File: config.mk
export PLATFORM = sky130hd
export DESIGN_NAME = pipelined_cache_control
export DESIGN_NICKNAME = d
export VERILOG_FILES = /design/src/rtl/pipelined_cache_control.sv
export SDC_FILE = /design/constraint.sdc
export NUM_CORES = 1
export LEC_CHECK = 0
export CAP_MARGIN = 25
export CORE_MARGIN = 4
export CORE_UTILIZATION = 25
export DETAILED_ROUTE_END_ITERATION = 10
export PLACE_DENSITY = 0.51
export SETUP_SLACK_MARGIN = 0.3
export SYNTH_ARGS = -nofsm -noshare
export SYNTH_HDL_FRONTEND = slang
export SYNTH_SLANG_ARGS = --single-unit
File: constraint.sdc
create_clock -name clk -period 2 [get_ports clk]
set_clock_uncertainty 0.1 [all_clocks]
set_input_delay 0.4 -clock clk [delete_from_list [all_inputs] [get_ports clk]]
set_output_delay 0.4 -clock clk [all_outputs]
set_load 0.01 [all_outputs]
File: src/rtl/pipelined_cache_control.sv
// -----------------------------------------------------------------------------
// pipelined_cache_control
//
// Miss-handling controller for a 2-way, 8-set, 256-bit-line cache sitting in
// the second stage of a two-stage CPU access pipeline. Hits complete in the
// same cycle they are presented; misses stall the pipeline, optionally write
// back the dirty victim, fetch the new line, spend one cycle letting the
// arrays be re-read, and then let the held request complete as a hit.
//
// State | meaning
// ------+--------------------------------------------------------------------
// IDLE  | serving hits, or no request; pipeline advancing
// WB    | writing the dirty victim line back to physical memory
// FETCH | reading the missing line from physical memory into way lru
// REFILL| one stall cycle so stage 2 re-reads the freshly written arrays
//
// Ports
//   clk, rst            clock, synchronous active-high reset
//   mem_read, mem_write stage-2 CPU request
//   hit, hit1           stage-2 registered hit and hit way
//   dirty, lru          victim (lru way) dirty bit and victim way
//   pmem_resp           physical memory transfer complete
//   pmem_read/_write    physical memory line requests
//   addr_sel            0 = CPU address, 1 = victim tag/set address
//   way_sel             way targeted by array writes
//   load_data, load_tag data / tag+valid array write enables
//   set_dirty, clear_dirty dirty bit update for way_sel
//   load_lru            point LRU at the way not just accessed
//   pipe_load           stage-1/stage-2 pipeline register enable
//   mem_resp            CPU request complete
//   miss_count          saturating miss counter since reset
// -----------------------------------------------------------------------------
module pipelined_cache_control (
    input  logic        clk,
    input  logic        rst,
    input  logic        mem_read,
    input  logic        mem_write,
    input  logic        hit,
    input  logic        hit1,
    input  logic        dirty,
    input  logic        lru,
    input  logic        pmem_resp,
    output logic        pmem_read,
    output logic        pmem_write,
    output logic        addr_sel,
    output logic        way_sel,
    output logic        load_data,
    output logic        load_tag,
    output logic        set_dirty,
    output logic        clear_dirty,
    output logic        load_lru,
    output logic        pipe_load,
    output logic        mem_resp,
    output logic [15:0] miss_count
);

    typedef enum logic [1:0] {
        S_IDLE      = 2'd0,
        S_WRITEBACK = 2'd1,
        S_FETCH     = 2'd2,
        S_REFILL    = 2'd3
    } state_t;

    state_t      state_q, state_d;
    logic [15:0] miss_count_q, miss_count_d;
    logic        req;

    assign req        = mem_read | mem_write;
    assign miss_count = miss_count_q;

    always_comb begin
        state_d      = state_q;
        miss_count_d = miss_count_q;
        pmem_read    = 1'b0;
        pmem_write   = 1'b0;
        addr_sel     = 1'b0;
        way_sel      = 1'b0;
        load_data    = 1'b0;
        load_tag     = 1'b0;
        set_dirty    = 1'b0;
        clear_dirty  = 1'b0;
        load_lru     = 1'b0;
        pipe_load    = 1'b0;
        mem_resp     = 1'b0;

        if (rst) begin
            // Outputs look like an idle cycle with no request while in reset,
            // so an in-flight memory request is dropped immediately.
            pipe_load    = 1'b1;
            state_d      = S_IDLE;
            miss_count_d = 16'd0;
        end else begin
            unique case (state_q)
                S_IDLE: begin
                    if (!req) begin
                        pipe_load = 1'b1;
                    end else if (hit) begin
                        mem_resp  = 1'b1;
                        pipe_load = 1'b1;
                        load_lru  = 1'b1;
                        way_sel   = hit1;
                        if (mem_write) begin
                            load_data = 1'b1;
                            set_dirty = 1'b1;
                        end
                    end else begin
                        state_d = dirty ? S_WRITEBACK : S_FETCH;
                        if (miss_count_q != 16'hFFFF) begin
                            miss_count_d = miss_count_q + 16'd1;
                        end
                    end
                end
                S_WRITEBACK: begin
                    pmem_write = 1'b1;
                    addr_sel   = 1'b1;
                    way_sel    = lru;
                    if (pmem_resp) begin
                        state_d = S_FETCH;
                    end
                end
                S_FETCH: begin
                    pmem_read = 1'b1;
                    way_sel   = lru;
                    if (pmem_resp) begin
                        load_data   = 1'b1;
                        load_tag    = 1'b1;
                        clear_dirty = 1'b1;
                        state_d     = S_REFILL;
                    end
                end
                S_REFILL: begin
                    state_d = S_IDLE;
                end
                default: begin
                    state_d = S_IDLE;
                end
            endcase
        end
    end

    always_ff @(posedge clk) begin
        state_q      <= state_d;
        miss_count_q <= miss_count_d;
    end

endmodule

==> reports/qor.yml, run 1 <==
clocking:
  htree_levels: 1
  clk_path_buf_depth: 2
  cts_tree: "yes"
  clock-sinks: 18
  clk_latency_ns: 0.25
  root_buffer: "clkbuf_8"
  cts_buffers: 3
  clk_pin_slew_worst_paths_ns: 0.07
grt:
  antenna_found_initial: 0
  grt_max_degree: 13
  grt_pass1_wl_um: 5410
  grtUsageTotal: 0.126
  overflow: 0
  grt_pass1_vias: 1141
flow_run:
  cap_violations: 0
yosys:
  ys_ff_latch: 18
  ys_types: 29
  syn-cell-area_um2: 1060
  ys_seq_area_frac: 0.340
  yosysWarnings: 0
  synth_cells: 126
  syn_nets: 141
  avgSynthCellArea_um2: 8.40
placed_design:
  hpwl_um: 2290
  dp.cells: 226
  place_congestion: 0.816
  placement.io_buffers: 35
  pre_cts_ws_ns: -0.426
drt:
  dr.first_iter.drc_count: 45
  vias: 1169
  dr.pass1.iters: 4
  via_per_inst: 4.85
  dr.max_layer_used: "met4"
  drtAntennaViolNets: 0
  drcViolationCount: 0
  route.met2.wl_um: 1710
  routed_wirelength_um: 3420
  dr_wl_met3_um: 195
  wl_per_cell_um: 14.2
  routedLengthMet1_um: 1500
critical_path:
  critPathKind: "primary input to output pin"
  r2r_cells: 7
  crit_chain: "clkdlybuf4s50_1 > nand3_2 > nor2_2 > a21oi_1 > nor3_1 > buf_2"
  cp.required_ns: 1.50
  r2r_end: "miss_count[10]$_SDFFE_PP0P_"
  r2r-start: "state_q[1]$_SDFFE_PP0P_"
  cp-startpoint: "hit1"
  crit_slowest_cell: "clkdlybuf4s50_1"
  regToRegSetupSlack_ns: 0.14
  worst_path_largest_cell_delay_ns: 0.47
  crit_end: "way_sel"
  crit_path_max_fanout: 1
  start_kind: "primary input"
  cp-end-kind: "output pin"
  arrival_ns: 1.43
power:
  vdd_drop_max_mv: 0.383
  p_leak_uw: 0.000848
  p_per_area_nw_per_um2: 786
sta:
  fmax_ghz: 0.519
  timing.final.ws_setup_ns: 0.0734
  tightest_slew_ns: 0.599
  drv_slew: 0
  finalSetupViolCount: 0
  hold_viol: 0
  period_share: 0.963
  rsz0062_at_grt: "yes"
  period_minus_slack_ns: 1.93
  slew_headroom: 0.598
  holdWs_ns: 0.435
final_layout:
  diodes: 0
  finalNonFillerCells: 241
  synthToLayoutAreaGrowth_pct: 91.5
  final_nets: 207
  drive_above_1_share: 0.534
hold_path:
  hold_class: "flip-flop to flip-flop"
floorplanning:
  die_w_um: 73.1
  die_y_um: 73.1
  rows: 23
  num_io_pins: 36
  die_area_um2: 5340
  start_util: 0.261
  core_um2: 4060
outcome:
  outcome: "complete, no violations"
## how the worst min path moves through the flow
stage	start	cells after the start	slack, ns	to
after global placement	miss_count[1]$_SDFFE_PP0P_	2	0.42	miss_count[1]$_SDFFE_PP0P_
final	miss_count[1]$_SDFFE_PP0P_	2	0.44	miss_count[1]$_SDFFE_PP0P_
after detailed placement	miss_count[6]$_SDFFE_PP0P_	2	0.43	miss_count[6]$_SDFFE_PP0P_
after global routing	miss_count[1]$_SDFFE_PP0P_	2	0.46	miss_count[1]$_SDFFE_PP0P_
after CTS	miss_count[1]$_SDFFE_PP0P_	2	0.44	miss_count[1]$_SDFFE_PP0P_
after floorplan	miss_count[6]$_SDFFE_PP0P_	2	0.41	miss_count[6]$_SDFFE_PP0P_
## logic make-up after synthesis
| logic type | after synthesis | share of synthesized area |
|---|---|---|
| flip-flops | 18 | 0.340 |
| AO/OA/AOI/OAI | 11 | 0.0745 |
| XOR/XNOR | 14 | 0.116 |
| multiplexers | 1 | 0.0106 |
| adder cells (fa/ha/maj) | 6 | 0.0709 |
| AND/OR/NAND/NOR | 68 | 0.349 |
| buffers and inverters | 8 | 0.0390 |
## per-stage QoR
| stage | setup TNS (ns) | instance area, um2 | utilization | total power [uW] |
|---|---|---|---|---|
| after global placement | -5.52 | 1660 | 0.409 | 1030 |
| final | 0 | 2030 | 0.500 | 1590 |
| after CTS | 0 | 1850 | 0.456 | 1440 |
| after floorplan | 0 | 1120 | - | 719 |
| after detailed placement | -5.87 | 1660 | 0.409 | 1040 |
| after global routing | -0.000422 | 2030 | 0.500 | 1700 |
## placed cells by master (no fill, tap or decap), types with 5 or more instances in the layout
cell             count
xnor2_1             13
nand2_1              8
buf_2                6
buf_4               26
buf_6               10
dlygate4sd2_1        8
dlymetal6s2s_1       5
dfxtp_4              9
nand4_1              6
dfxtp_2              8
clkdlybuf4s50_1     10
nor2_1              18
ha_4                 5
nor3_1               5
## state kept, by name, indices dropped and copies added, names as in the netlist
name,count
miss_count,16
state_q,2
## synthesized netlist by cell type
cell	number	area share
buf_4	3	0.021
nor4_1	2	0.012
nor4_2	1	0.012
or4b_4	1	0.013
nor3_1	11	0.052
clkbuf_1	2	0.0071
nor3b_1	2	0.014
and4_2	1	0.0095
a21oi_1	2	0.0095
mux2_2	1	0.011
o22a_1	1	0.0083
nor4_4	1	0.020
a211oi_1	4	0.028
nand3_1	3	0.014
and2_1	1	0.0059
dfxtp_1	18	0.34
o211ai_1	1	0.0071
o21bai_1	1	0.0071
o21ai_0	1	0.0047
o21ba_2	1	0.0095
inv_1	3	0.011
and3_1	3	0.018
xnor2_1	14	0.12
nand3_2	1	0.0095
ha_1	6	0.071
nand4_1	6	0.035
nand2_1	9	0.032
nor2b_1	4	0.024
nor2_1	22	0.078
## repair_timing
action | CTS | global route
setup endpoints to repair | 36 | 35
setup buffers | 7 | 3
pin swaps | 14 | 23
hold buffers | 0 | 0
gates resized for setup | 84 | 43
gates cloned | 0 | 1
## report_power, final
part           switching, uW  internal [uW]  total (uW)  leakage (uW)
clock network            119            175         294     0.0000288
registers               52.4            398         450      0.000157
logic                    382            469         851      0.000662
## per-layer routing
layer | GRT usage | vias up
li1 | - | 574
met1 | 0.164 | 559
met2 | 0.217 | 34
met3 | 0.0248 | 2
met4 | 0.0205 | 0
met5 | 0 | -
## layout make-up
class / instances / area (um2)
inverters: 3 / 21.3
repair buffers: 66 / 576
clock buffers: 4 / 55.1
flip-flops and latches: 18 / 404
multi-input cells: 100 / 908
well taps: 50 / 62.6
fillers: 378 / 2030
## critical path, delay by kind of cell
family	cells	cell delay (ns)
buffers and inverters	2	0.63
AND/OR/NAND/NOR	3	0.33
AO/OA/AOI/OAI	1	0.05
No activity file was read; power rests on OpenSTA's default activity.
==> inputs of run 2 (changes only) <==
==> constraint.sdc (replaced) <==
create_clock -name clk -period 2 [get_ports clk]
set_clock_uncertainty 0.1 [all_clocks]
set_input_delay 0.3 -clock clk [delete_from_list [all_inputs] [get_ports clk]]
set_output_delay 0.3 -clock clk [all_outputs]
set_load 0.01 [all_outputs]
==> reports/qor.yml, run 2 (synthesis gave the netlist of run 1 again) <==
floorplanning:
  rows: 23  # unchanged
  die_y_um: 73.1  # unchanged
  num_io_pins: 36  # unchanged
  die_w_um: 73.1  # unchanged
  core_um2: 4060  # unchanged
  start_util: 0.261  # unchanged
  die_area_um2: 5340  # unchanged
critical_path:
  cp.required_ns: 1.60  # +0.10 ns
  crit_path_max_fanout: 3  # +2
  r2r-start: "state_q[1]$_SDFFE_PP0P_"
  worst-path-buf-inv: 2  # unchanged
  cp-end-kind: "output pin"
  start_kind: "flip-flop"
  worst_path_largest_cell_delay_ns: 0.37  # -0.10 ns
  critPathTopFamily: "flip-flops"
  regToRegSetupSlack_ns: 0.18  # +0.04 ns
  arrival_ns: 1.43  # about the same
  cp.depth: 7  # +1
  crit_chain: "inv_4 > ha_4 > nand3_2 > nor2_2 > a21oi_1 > nor3_2 > buf_2"
  critPathKind: "flip-flop to output pin"
  crit_end: "way_sel"
  crit_slowest_cell: "dfxtp_4"
  r2r_end: "miss_count[10]$_SDFFE_PP0P_"
  cp-startpoint: "state_q[1]$_SDFFE_PP0P_"
  r2r_cells: 7  # unchanged
grt:
  grtUsageMet3: 0.0193  # -0.00551
  grtUsageTotal: 0.119  # -0.00674
  grt_util_met1: 0.152  # -0.0124
  grt_pass1_vias: 1097  # -3.9%
  grt-busiest-layer: "met2"
  overflow: 0  # unchanged
  grt_max_degree: 20  # +7
  grt_util_met2: 0.193  # -0.0248
  grt_pass1_wl_um: 5030  # -7.0%
  antenna_found_initial: 0  # unchanged
final_layout:
  largest_reg_flops: 16  # unchanged
  drive_above_1_share: 0.463  # -0.0713
  final_common_cell: "buf_4"
  synthToLayoutAreaGrowth_pct: 81.0
  final_nets: 204  # -1.4%
  diodes: 0  # unchanged
  final_cell_mix: "buf_4, nor2_1, clkdlybuf4s50_1"
placed_design:
  place_congestion: 0.802  # -1.7%
  pre_cts_ws_ns: -0.276  # +0.150 ns
  hpwl_um: 2210  # -3.8%
  placement.io_buffers: 35  # unchanged
sta:
  fmax_ghz: 0.548  # +5.5%
  period_share: 0.913  # -0.0505
  hold_viol: 0  # unchanged
  tightest_slew_ns: 0.535  # -0.0635 ns
  slew_headroom: 0.640  # +0.0426
  finalSetupViolCount: 0  # unchanged
  period_minus_slack_ns: 1.83  # -0.101 ns
  rsz0062_at_grt: "yes"
  drv_slew: 0  # unchanged
  timing.final.ws_setup_ns: 0.174  # +0.101 ns
outcome:
  outcome: "complete, no violations"
clocking:
  clk_latency_ns: 0.25  # about the same
  clock-sinks: 18  # unchanged
  root_buffer: "clkbuf_8"
  cts_buffers: 3  # unchanged
  hold_buffers: 0  # unchanged
  clk_path_buf_depth: 2  # unchanged
  htree_levels: 1  # unchanged
  clk_pin_slew_worst_paths_ns: 0.07  # about the same
  cts_tree: "yes"
drt:
  vias: 1094  # -6.4%
  drcViolationCount: 0  # unchanged
  drtAntennaViolNets: 0  # unchanged
  dr.first_iter.drc_count: 20  # -56%
  via_per_inst: 4.60  # -5.2%
  dr.pass1.iters: 4  # unchanged
  wl_per_cell_um: 13.4  # -5.5%
  routed_wirelength_um: 3190  # -6.7%
flow_run:
  cap_violations: 0  # unchanged
power:
  p_per_area_nw_per_um2: 745  # -5.3%
  p_leak_uw: 0.000734  # -13%
  vdd_drop_max_mv: 0.439  # +15%
  p_total_uw: 1430  # -10%
hold_path:
  hold_class: "flip-flop to flip-flop"
run 2: cell count changes in the layout (fill, tap and decap cells not counted), sizes merged:
cell,delta
clkdlybuf4s50,+8
buf,-5
dlygate4sd2,-4
clkdlybuf4s15,+1
dlymetal6s2s,-3
run 2: layer usage:
layer	wire length [um]	vias to the layer above
met5	0	-
met1	1380	508
met3	94	4
met4	59	0
met2	1660	19
li1	-	563
run 2: timing repair:
item | in CTS | in global routing
cloned | 0 | 1
resized for setup | 73 | 24
setup endpoints to repair | 19 | 27
buffers inserted | 5 | 5
pin swaps | 13 | 15
run 2: power breakdown:
part / switching, uW / internal, uW / total, uW
clock network: 124 / 175 / 299
registers: 34.7 / 391 / 426
logic: 321 / 381 / 702
total: 479 / 948 / 1430
run 2: per-stage QoR:
stage	setup TNS (ns)	cell area (um2)	std cells	hold WS [ns]	util
after CTS	0	1790	232	0.442	0.440
final	0	1920	238	0.436	0.472
after detailed placement	-2.67	1630	223	0.419	0.401
after global routing	0	1920	238	0.477	0.472
after global placement	-2.37	1630	223	0.419	0.401
after floorplan	0	1110	126	0.412	-
run 2: final cells by class:
| cell class | instances | area, um2 |
|---|---|---|
| Timing Repair Buffer | 63 | 549 |
| Sequential cell | 18 | 400 |
| Multi-Input combinational cell | 100 | 832 |
| Inverter | 3 | 16.3 |
| Fill cell | 399 | 2140 |
| Tap cell | 50 | 62.6 |
| Clock buffer | 4 | 55.1 |
run 2: worst min path at each step:
stage | startpoint | cells after the start | end
finish | miss_count[6]$_SDFFE_PP0P_ | 2 | miss_count[6]$_SDFFE_PP0P_
global route | state_q[0]$_SDFFE_PP0P_ | 2 | state_q[0]$_SDFFE_PP0P_
CTS | miss_count[5]$_SDFFE_PP0P_ | 2 | miss_count[5]$_SDFFE_PP0P_
detailed placement | miss_count[6]$_SDFFE_PP0P_ | 2 | miss_count[6]$_SDFFE_PP0P_
global placement | miss_count[6]$_SDFFE_PP0P_ | 2 | miss_count[6]$_SDFFE_PP0P_
floorplan | miss_count[6]$_SDFFE_PP0P_ | 2 | miss_count[6]$_SDFFE_PP0P_
run 2: worst min-delay path, stage by stage, from the launching register on:
cell and delay (ns):
dfxtp_4 0.37, xnor2_1 0.06, nor2_1 0.07
